[config.mk]
export PLATFORM = sky130hd
export DESIGN_NAME = delta_rmw_ctrl
export DESIGN_NICKNAME = d
export VERILOG_FILES = /design/src/rtl/delta_rmw_ctrl.sv
export SDC_FILE = /design/constraint.sdc
export NUM_CORES = 1
export LEC_CHECK = 0
export BUFFER_PORTS_ARGS = -buffer_cell sky130_fd_sc_hd__buf_4
export CAP_MARGIN = 40
export CORE_AREA = 2 2 145 147
export DETAILED_ROUTE_END_ITERATION = 8
export DIE_AREA = 0 0 147 149
export PLACE_DENSITY_LB_ADDON = 0.08
export SLEW_MARGIN = 10
export SYNTH_ARGS = -nofsm -noshare
export SYNTH_HDL_FRONTEND = slang
export SYNTH_SLANG_ARGS = --single-unit
export TNS_END_PERCENT = 20
[constraint.sdc]
create_clock -name clk -period 2.4 [get_ports clk]
set_input_delay 0.36 -clock clk [delete_from_list [all_inputs] [get_ports clk]]
set_output_delay 0.36 -clock clk [all_outputs]
set_load 0.1 [all_outputs]
[src/rtl/delta_rmw_ctrl.sv]
// Read-modify-write controller for a simple dual-port delta BRAM.
// Saturating accumulate of updates, RAW stall, and a read-and-clear sweep.
module delta_rmw_ctrl #(
  parameter int DELTA_BRAM_AWIDTH = 15,
  parameter int DELTA_BRAM_DWIDTH = 36,
  parameter int RD_LAT = 2
) (
  input  logic                         clk,
  input  logic                         rst_n,
  input  logic                         upd_valid,
  input  logic [DELTA_BRAM_AWIDTH-1:0] upd_addr,
  input  logic [DELTA_BRAM_DWIDTH-1:0] upd_value,
  output logic                         upd_ready,
  input  logic                         sweep_start,
  output logic                         sweep_busy,
  output logic                         sweep_done,
  output logic                         out_valid,
  output logic [DELTA_BRAM_AWIDTH-1:0] out_addr,
  output logic [DELTA_BRAM_DWIDTH-1:0] out_value,
  output logic                         bram_rd_en,
  output logic [DELTA_BRAM_AWIDTH-1:0] bram_rd_addr,
  input  logic [DELTA_BRAM_DWIDTH-1:0] bram_rd_data,
  output logic                         bram_wr_en,
  output logic [DELTA_BRAM_AWIDTH-1:0] bram_wr_addr,
  output logic [DELTA_BRAM_DWIDTH-1:0] bram_wr_data
);

  localparam int AW = DELTA_BRAM_AWIDTH;
  localparam int DW = DELTA_BRAM_DWIDTH;
  localparam int L  = RD_LAT - 1;

  typedef enum logic [1:0] {
    IDLE,
    DRAIN,
    SWEEP,
    FLUSH
  } state_t;

  typedef enum logic {
    K_UPD,
    K_SWEEP
  } kind_t;

  state_t          state;
  state_t          state_n;
  logic [AW-1:0]   cnt;
  logic [AW-1:0]   cnt_n;
  logic            hazard;
  logic            empty;
  logic            iss;
  logic [AW-1:0]   iss_addr;
  kind_t           iss_kind;
  logic            done_n;
  logic [DW:0]     sum;
  logic [DW-1:0]   sat;

  // Read-latency stages; the write stage is the bram_wr_* register itself.
  logic            p_vld  [RD_LAT];
  logic [AW-1:0]   p_addr [RD_LAT];
  kind_t           p_kind [RD_LAT];
  logic [DW-1:0]   p_val  [RD_LAT];
  kind_t           w_kind;

  always_comb begin
    hazard = 1'b0;
    empty  = !bram_wr_en;
    for (int i = 0; i < RD_LAT; i++) begin
      if (p_vld[i]) begin
        empty = 1'b0;
        if (p_addr[i] == upd_addr) begin
          hazard = 1'b1;
        end
      end
    end
    if (bram_wr_en && bram_wr_addr == upd_addr) begin
      hazard = 1'b1;
    end
  end

  always_comb begin
    state_n   = state;
    cnt_n     = cnt;
    upd_ready = 1'b0;
    iss       = 1'b0;
    iss_addr  = upd_addr;
    iss_kind  = K_UPD;
    done_n    = 1'b0;
    unique case (state)
      IDLE: begin
        if (sweep_start) begin
          state_n = DRAIN;
        end else begin
          upd_ready = !hazard;
          iss       = upd_valid && !hazard;
        end
      end
      DRAIN: begin
        if (empty) begin
          state_n = SWEEP;
          cnt_n   = '0;
        end
      end
      SWEEP: begin
        iss      = 1'b1;
        iss_addr = cnt;
        iss_kind = K_SWEEP;
        if (cnt == '1) begin
          state_n = FLUSH;
        end else begin
          cnt_n = cnt + 1'b1;
        end
      end
      FLUSH: begin
        if (empty) begin
          state_n = IDLE;
          done_n  = 1'b1;
        end
      end
      default: state_n = IDLE;
    endcase
  end

  assign bram_rd_en   = iss;
  assign bram_rd_addr = iss_addr;
  assign sweep_busy   = (state != IDLE);

  assign sum = {1'b0, bram_rd_data} + {1'b0, p_val[L]};
  assign sat = sum[DW] ? '1 : sum[DW-1:0];

  always_ff @(posedge clk or negedge rst_n) begin
    if (!rst_n) begin
      state      <= IDLE;
      cnt        <= '0;
      sweep_done <= 1'b0;
    end else begin
      state      <= state_n;
      cnt        <= cnt_n;
      sweep_done <= done_n;
    end
  end

  always_ff @(posedge clk or negedge rst_n) begin
    if (!rst_n) begin
      for (int i = 0; i < RD_LAT; i++) begin
        p_vld[i]  <= 1'b0;
        p_addr[i] <= '0;
        p_kind[i] <= K_UPD;
        p_val[i]  <= '0;
      end
    end else begin
      p_vld[0]  <= iss;
      p_addr[0] <= iss_addr;
      p_kind[0] <= iss_kind;
      p_val[0]  <= upd_value;
      for (int i = 1; i < RD_LAT; i++) begin
        p_vld[i]  <= p_vld[i-1];
        p_addr[i] <= p_addr[i-1];
        p_kind[i] <= p_kind[i-1];
        p_val[i]  <= p_val[i-1];
      end
    end
  end

  // Sweep entries write zero and expose the pre-clear word.
  always_ff @(posedge clk or negedge rst_n) begin
    if (!rst_n) begin
      bram_wr_en   <= 1'b0;
      bram_wr_addr <= '0;
      bram_wr_data <= '0;
      w_kind       <= K_UPD;
      out_valid    <= 1'b0;
      out_addr     <= '0;
      out_value    <= '0;
    end else begin
      bram_wr_en   <= p_vld[L];
      bram_wr_addr <= p_addr[L];
      bram_wr_data <= (p_kind[L] == K_SWEEP) ? '0 : sat;
      w_kind       <= p_kind[L];
      out_valid    <= p_vld[L] && (p_kind[L] == K_SWEEP);
      out_addr     <= p_addr[L];
      out_value    <= bram_rd_data;
    end
  end

endmodule

Word level (Yosys, flattened, before mapping)
Cells that the tools add are included.

Add/subtract/negate cells: 2. Equality and inequality tests: 12. Mux-type cells: 25. Reductions and logical operators: 10.

Operator list (number): two-way mux 36 bit (2); equality test 15 bit (3); two-way mux 15 bit (3); adder 36 x 36 -> 37 bit (1); one-hot mux 15 bit (2 select lines) (1); adder 15 x 1 -> 15 bit, second input constant (1); equality test 15 bit, second input constant (1); two-way mux 1 bit (13); inequality test 2 bit, second input constant (5); two-way mux 2 bit (4); one-hot mux 2 bit (4 select lines) (1); equality test 2 bit, second input constant (2); AND reduction 4 bit (1); nonzero test 2 bit (2); logical AND 1 bit (3); AND reduction 3 bit (1); equality test 2 x 1 -> 1 bit, second input constant (1); zero test 1 bit (2); zero test 2 bit (1); one-hot mux 1 bit (2 select lines) (1).

Register bits: 213. Input port bits: 91.

Depth between registers and ports, before layout
Gate-level depths: netlist of the first run.

Depth in word-level cells: 10. Mapped depth: 11. Gate-level depth less buffers: 10.

Worst setup path before layout of the first run
Ideal clock, no wire load.

Path type: register to output. Start: register bram_wr_addr[5]. End: output bram_rd_en. Arrival time: 5.064 ns. Required time: 2.040 ns. Slack: -3.024 ns. Stages on the path, launching flop included: 6. Buffers on the path: 0. Path through: dfrtp_1 xnor2_1 nand4_1 nor4_1 nor4_1 a21o_1.

Longest elaborated chain between the ends: 7.

RTL lines: start: declaration (RTL line 24) `output logic [DELTA_BRAM_AWIDTH-1:0] bram_wr_addr,`; start signal: assignment (RTL line 176) `bram_wr_addr <= p_addr[L];`; equality test 15 bit (RTL line 75) `if (bram_wr_en && bram_wr_addr == upd_addr) begin`; logical AND 1 bit (RTL line 75); two-way mux 1 bit (RTL line 75); zero test 1 bit (RTL line 94) `iss = upd_valid && !hazard;`; logical AND 1 bit (RTL line 94); two-way mux 1 bit (RTL line 90) `if (sweep_start) begin`; one-hot mux 1 bit (2 select lines) (RTL line 88) `unique case (state)`; end: declaration (RTL line 20) `output logic bram_rd_en,`.

No other way between the ends.

Final worst setup path of the first run
Start: register p_val[0] in the netlist's numbering. End: register bram_wr_data[35].

Longest elaborated chain between the ends: 3.

RTL lines: start: declaration (RTL line 61) `logic [DW-1:0] p_val [RD_LAT];`; start signal: indexed assignment (RTL line 159) `p_val[i] <= p_val[i-1];`; adder 36 x 36 -> 37 bit (RTL line 127) `assign sum = {1'b0, bram_rd_data} + {1'b0, p_val[L]};`; two-way mux 36 bit (RTL line 128) `assign sat = sum[DW] ? '1 : sum[DW-1:0];`; two-way mux 36 bit (RTL line 177) `bram_wr_data <= (p_kind[L] == K_SWEEP) ? '0 : sat;`; end signal: assignment (RTL line 177); end: declaration (RTL line 25) `output logic [DELTA_BRAM_DWIDTH-1:0] bram_wr_data`.

No other way between the ends. A chain may end at the register's enable or synchronous reset.

==> results.md, run 1 <==
- Failing checks: setup timing
- Final core occ: approximately two thirds
- Leak pwr: 0.006156 uW
- GRT met2 Usage: a little over a third
- Dpl cell area: about 12000 sq um
- First-pass GRT wire length: approximately 37 mm
- CP arrival: just over 3000 ps
- Syn Std Cell Area: approximately 9000 sq um
- Synth async-reset ratio: 100.0%
- Mapped Nets: ~870
- Fin crit share: 110.7%
- RD Place Congestion: between 0.8 and 0.9
- Total Power: ~16000 uW
- Via count: approximately 6900
- Pwr dens: ~1200 nW/um^2
- Most frequent cells in the layout: buf_4 (280), dfrtp_1 (197), dlygate4sd3_1 (73)
- Worst slew pin tran: approximately 500 ps
- Min Tclk post-route: 2658 ps
- Net count reported at finish: 1228
- EDFF count, synth: 0
- Status: finished with violations
- Peak VDD IR: 974.6 uV
- Final Hold Fails: 0
- Final WS setup: -257.6 ps
- Max Cap Viol: 0
- Warnings, synthesis: 0
- Wirelength, routed: between 20 and 25 mm
- CTS sink count: approximately 210
- Ratio of cells with drive above 1 in the final layout: 36.85%
- Routed len/inst: approximately 17 um
- Slew margin rel.: 65.97%
- Crit Path Class: reg -> reg
- CTS tree: done
- Synthesis-stage register bit count: between 200 and 250
- Min Hold Slack: ~99 ps
- RSZ-0062 raised after global routing: yes
- Crit Path Max Fanout: 4
- Clk_lat worst skew: ~500 ps
- GRT Resource Usage Total: roughly a fifth
- Row cnt: between 50 and 60
- Mapped Cells: 734
- Die ar.: 21900 sq um
- CTS max path bufs: 3
- Reg area: ~5400 sq um
- Clock transition at path regs: ~60 ps
- Initial Utilization: between 40% and 50%
- Die W: 147 um
- Antenna-violating nets left: 0
- FMAX: between 300 and 400 MHz
- Yosys cell types: 67
- Most common cell after layout, fill and taps aside: buf_4
- CTS HTree Levels: 1
- CTS Root Cell: clkbuf_16
- IO buf count: around 210
- Dpl hpwl: around 17 mm
- Startpoint Class: flip-flop
- Area grow syn2layout: 48.15%
- GRT overflow: 0
- Filler cells: between 1500 and 2000
- Starting DRT DRC Count: around 370
- Ant diodes: 0
- GRT busiest layer: met2
- Setup crit end kind: flip-flop
- Antenna violations before repair: 0
- DR DRC count: 0
- Routed vias/inst: around 5.0
- Pin count of the biggest net entering global routing: 64
- Met1 Resource Use GR: between 20% and 30%
- Met3 global-route usage: 3.976%
- I/O pins: roughly 210
- Core region area: ~20000 sq um
- Final setup fails: 38
- Ys flop type: dfrtp_1
- CP required: ~2800 ps
- Design area: roughly 13000 sq um
- DP Worst Slack: -378.3 ps
- Syn avg cell area: roughly 12 sq um
- Skew final: around 13 ps
- Multi-input logic area: between 3000 and 4000 sq um
- Drt pass-1 iters: 4
- Max Slew Vio Count: 0
- TritonCTS Buffers: 23
- Vias in the first global route: slightly above 7000
- Sequential cell area fraction in the yosys report: 59.16%
- Hold Crit Class: in -> reg
- Die Y: about 150 um
## power breakdown
part | internal, uW | switching [uW] | total (uW) | leakage [uW]
clock network | 2420 | 1390 | 3810 | 0.000395
logic | 2070 | 5840 | 7900 | 0.00322
registers | 4330 | 446 | 4770 | 0.00254
total | 8810 | 7680 | 16500 | 0.00616
## synth_stat cells (6+ instances only)
cell	count	area, sq um
dfrtp_1	213	5330
a21oi_1	71	355.3
xnor2_1	69	604.3
ha_1	41	513.0
nor2_1	39	146.4
nand2_1	35	131.4
nand3_1	20	100.1
nand4_1	20	125.1
buf_4	19	142.6
xor2_1	17	148.9
a21o_1	16	120.1
mux2_2	16	180.2
o21ai_0	16	80.08
inv_1	14	52.55
buf_2	10	50.05
clkbuf_1	8	30.03
or3_1	7	43.79
nor3_1	6	30.03
o21a_1	6	45.04
## path summary, 6_finish.rpt
check | cells past startpoint | endpoint | start | slack (ps)
worst max-delay path | 11 | bram_wr_data[35]$_DFF_PN0_ | p_val[0]$_DFF_PN0_ | -260
worst min-delay path | 2 | p_vld[1]$_DFF_PN0_ | upd_valid | 100
worst max register to register | 11 | bram_wr_data[35]$_DFF_PN0_ | p_val[0]$_DFF_PN0_ | -260
worst min register to register | 0 | p_val[20]$_DFF_PN0_ | p_val[56]$_DFF_PN0_ | 340
max in group asynchronous | 4 | p_val[5]$_DFF_PN0_ | rst_n | 1270
min in group asynchronous | 2 | p_val[23]$_DFF_PN0_ | rst_n | 380
## state kept, by name, indices dropped and copies added (netlist names)
| signal | cells |
|---|---|
| out_value | 36 |
| p_kind | 2 |
| sweep_done | 1 |
| bram_wr_en | 1 |
| p_vld | 2 |
| cnt | 15 |
| bram_wr_data | 36 |
| out_valid | 1 |
| p_addr | 30 |
| p_val | 72 |
| state | 2 |
| bram_wr_addr | 15 |
## cells by family after synthesis
kind of cell    count (synthesis)  share of synthesized area [%]
flops                         213                          59.16
fa+ha+maj                      42                          5.916
simple gates                  161                          9.166
xor+xnor                       86                          8.360
mux                            19                          2.333
buf+inv                        53                          3.152
compound gates                160                          11.92
## repair_timing
action,CTS,global route
gates cloned,0,0
endpoints found under the hold margin,129,0
buffers inserted,0,3
resized for setup,6,48
endpoints found under the setup margin,53,55
pin swaps,3,3
hold buffers,73,0
## area by class of cell
cell class	count	share of cell area [%]
clock inverters	10	1.397
multi-input cells	468	26.72
inverters	14	0.3937
repair buffers	375	23.73
clock buffers	30	4.809
well taps	275	2.578
flip-flops and latches	213	40.36
## per-layer routing
metal  part of all wire, %  vias up
met5                     0        -
met4                   2.0        0
met3                   5.7       37
met2                    49      195
met1                    43     3393
li1                      -     3282
## worst max-delay path: stages (launching register included)
cell and delay, ps:
dfrtp_1 400, ha_4 170, fa_2 360, a211oi_2 210
nor2_2 80, a211oi_2 290, a211oi_2 160, o21ai_2 210
a21oi_4 100, buf_4 160, a2111oi_4 290, a211oi_1 80
## per-stage QoR
step           std cells  setup TNS (ps)
2_1_floorplan        734           -2981
3_3_place_gp        1269          -10910
3_5_place_dp        1269          -12660
4_1_cts             1382          -11350
5_1_grt             1385          -12420
6_report            1385           -7830
Note: power is estimated with default switching activity, not from simulation.
==> run 2, diff against run 1 <==
- SETUP_SLACK_MARGIN: not set -> 0.3
==> run 2 against run 1 <==
Net effect: the flow still finishes with violations (setup timing); die area did not move; final cell count barely moved; final area rose by 2.4%; power rose by 1.9%; utilization rose by 1.6 points; via count barely moved; register-to-register slack improved by 70 ps; sequential share of layout area fell by 0.90 points; global-route usage rose by 0.064 points; count of clock-buffer cells in the layout rose by 3; largest cell class unchanged.
==> results.md, run 2 (synthesis gave the netlist of run 1 again) <==
- Critical R2R Launch: p_val[0]$_DFF_PN0_
- Min-Delay Endpoint: out_value[9]$_DFF_PN0_
- Failing checks: setup timing
- Vias in the first global route: approximately 7400
- RD Place Congestion: slightly below 0.9
- Final setup fails: 38
- Initial Utilization: ~44%
- Final WS setup: -183.5 ps
- Hold Crit Class: in -> reg
- Peak VDD IR: approximately 950 uV
- Ant diodes: 0
- TritonCTS Buffers: 23
- First-pass GRT wire length: roughly 37 mm
- Via count: 6901
- CTS tree: done
- Area grow syn2layout: 51.72%
- CP startpoint: p_val[0]$_DFF_PN0_
- Setup slack, reg-to-reg: -180 ps
- Routed len/inst: 16.85 um
- Status: finished with violations
- Final Hold Fails: 0
- Ratio of cells with drive above 1 in the final layout: 39.87%
- Top reg by flops: p_val
- Worst slew pin tran: between 700 and 800 ps
- Most frequent cells in the layout: buf_4 (280), dfrtp_1 (192), dlygate4sd3_1 (72)
- Die ar.: 21900 sq um
- Routed vias/inst: 4.979
- Filler cells: approximately 1600
- Multi-input logic area: around 3800 sq um
- Max layer used: met4
- I/O pins: between 200 and 250
- Registers with the most flip-flops: p_val x72, bram_wr_data x36, out_value x36
- Row cnt: 53
- Antenna-violating nets left: 0
- GRT Resource Usage Total: between 20% and 30%
- CTS max path bufs: 3
- Drt pass-1 iters: 4
- Max Cap Viol: 0
- Wirelength, routed: roughly 23 mm
- Sum of routed wire segments on met1: approximately 10 mm
- Min Tclk post-route: ~2600 ps
- Startpoint Class: flip-flop
- Antenna violations before repair: 0
- HP Start: bram_rd_data[9]
- Pin count of the biggest net entering global routing: 75
- FMAX: 387.1 MHz
- Slew margin rel.: between 50% and 60%
- Die W: 147 um
- Crit Path Class: reg -> reg
- Max reg flops: 72
- DR DRC count: 0
- IO buf count: 213
- Skew final: between 10 and 15 ps
- Die Y: about 150 um
- Crit Path Max Fanout: 17
- Setup crit end kind: flip-flop
- Reg area: 5394 sq um
- Min Hold Slack: 66.28 ps
- Fin crit share: 107.6%
- RR Endpoint: bram_wr_data[10]$_DFF_PN0_
- Dpl hpwl: approximately 17 mm
- Clk_lat worst skew: around 500 ps
- CTS HTree Levels: 1
- Final core occ: between 60% and 70%
- RSZ-0062 raised after global routing: yes
- CP arrival: 2970 ps
- Clock transition at path regs: 60 ps
- Pwr dens: about 1200 nW/um^2
- CTS Root Cell: clkbuf_16
- CTS sink count: 213
- Reg2Reg Depth: 13
- Core region area: just over 20000 sq um
- Net count reported at finish: 1230
- Routed wire length on met2: around 12 mm
- CP required: between 2000 and 3000 ps
- Met3 wire len: 1.166 mm
- Worst hold path stage count: 2
- Starting DRT DRC Count: about 380
- GRT overflow: 0
- Most common cell after layout, fill and taps aside: buf_4
- Leak pwr: 0.006260 uW
- Max Slew Vio Count: 0
[run 2: worst max-delay path by stage]
stage	to
after floorplan	bram_rd_en
after global placement	bram_wr_data[35]$_DFF_PN0_
after detailed placement	bram_wr_data[35]$_DFF_PN0_
after CTS	bram_wr_data[34]$_DFF_PN0_
after global routing	bram_wr_data[21]$_DFF_PN0_
final	bram_wr_data[10]$_DFF_PN0_
[run 2: worst max-delay path: stages, from the launching register on]
cell      delay, ps
dfrtp_1         400
ha_4            180
fa_2            350
a211oi_2        180
nor2_1           90
a211oi_2        180
buf_4           170
a211oi_4         70
o21ai_2         200
a21oi_4         100
o22ai_4         120
buf_4           170
buf_16          160
a21oi_1          80
[run 2: report_power, final]
part | total [uW] | internal, uW | switching, uW
clock | 3690 | 2310 | 1380
sequential | 4860 | 4330 | 532
combinational | 8240 | 2370 | 5870
[run 2: per-stage QoR]
stage / TNS, ps / total power (uW) / setup WS (ps) / area (sq um) / instances
floorplan: -3149 / 10570 / -410.7 / 9144 / 734
global placement: -13000 / 12310 / -460.0 / 11510 / 1263
detailed placement: -14400 / 12380 / -484.7 / 11510 / 1263
CTS: -6641 / 16800 / -200.8 / 13540 / 1384
global route: -10720 / 17420 / -307.7 / 13670 / 1386
finish: -6238 / 16800 / -183.5 / 13670 / 1386
[run 2: repair_timing]
action	in CTS	in global routing
cloned	1	0
setup endpoints to repair	54	62
setup buffers	9	2
endpoints found under the hold margin	141	0
gates resized for setup	91	26
hold buffers	72	0
pin swaps	10	12
[run 2: cell type report]
type                            instances  area share (%)
Clock buffer                           33           5.071
Inverter                               14          0.3844
Multi-Input combinational cell        468           27.55
Tap cell                              275           2.517
Clock inverter                          6          0.8146
Timing Repair Buffer                  377           24.20
Sequential cell                       213           39.46
[run 2: layer usage]
| metal | vias to the layer above | global-route usage, % |
|---|---|---|
| met5 | - | 0 |
| met3 | 38 | 4.190 |
| li1 | 3290 | - |
| met1 | 3394 | 27.50 |
| met2 | 179 | 36.81 |
| met4 | 0 | 5.962 |
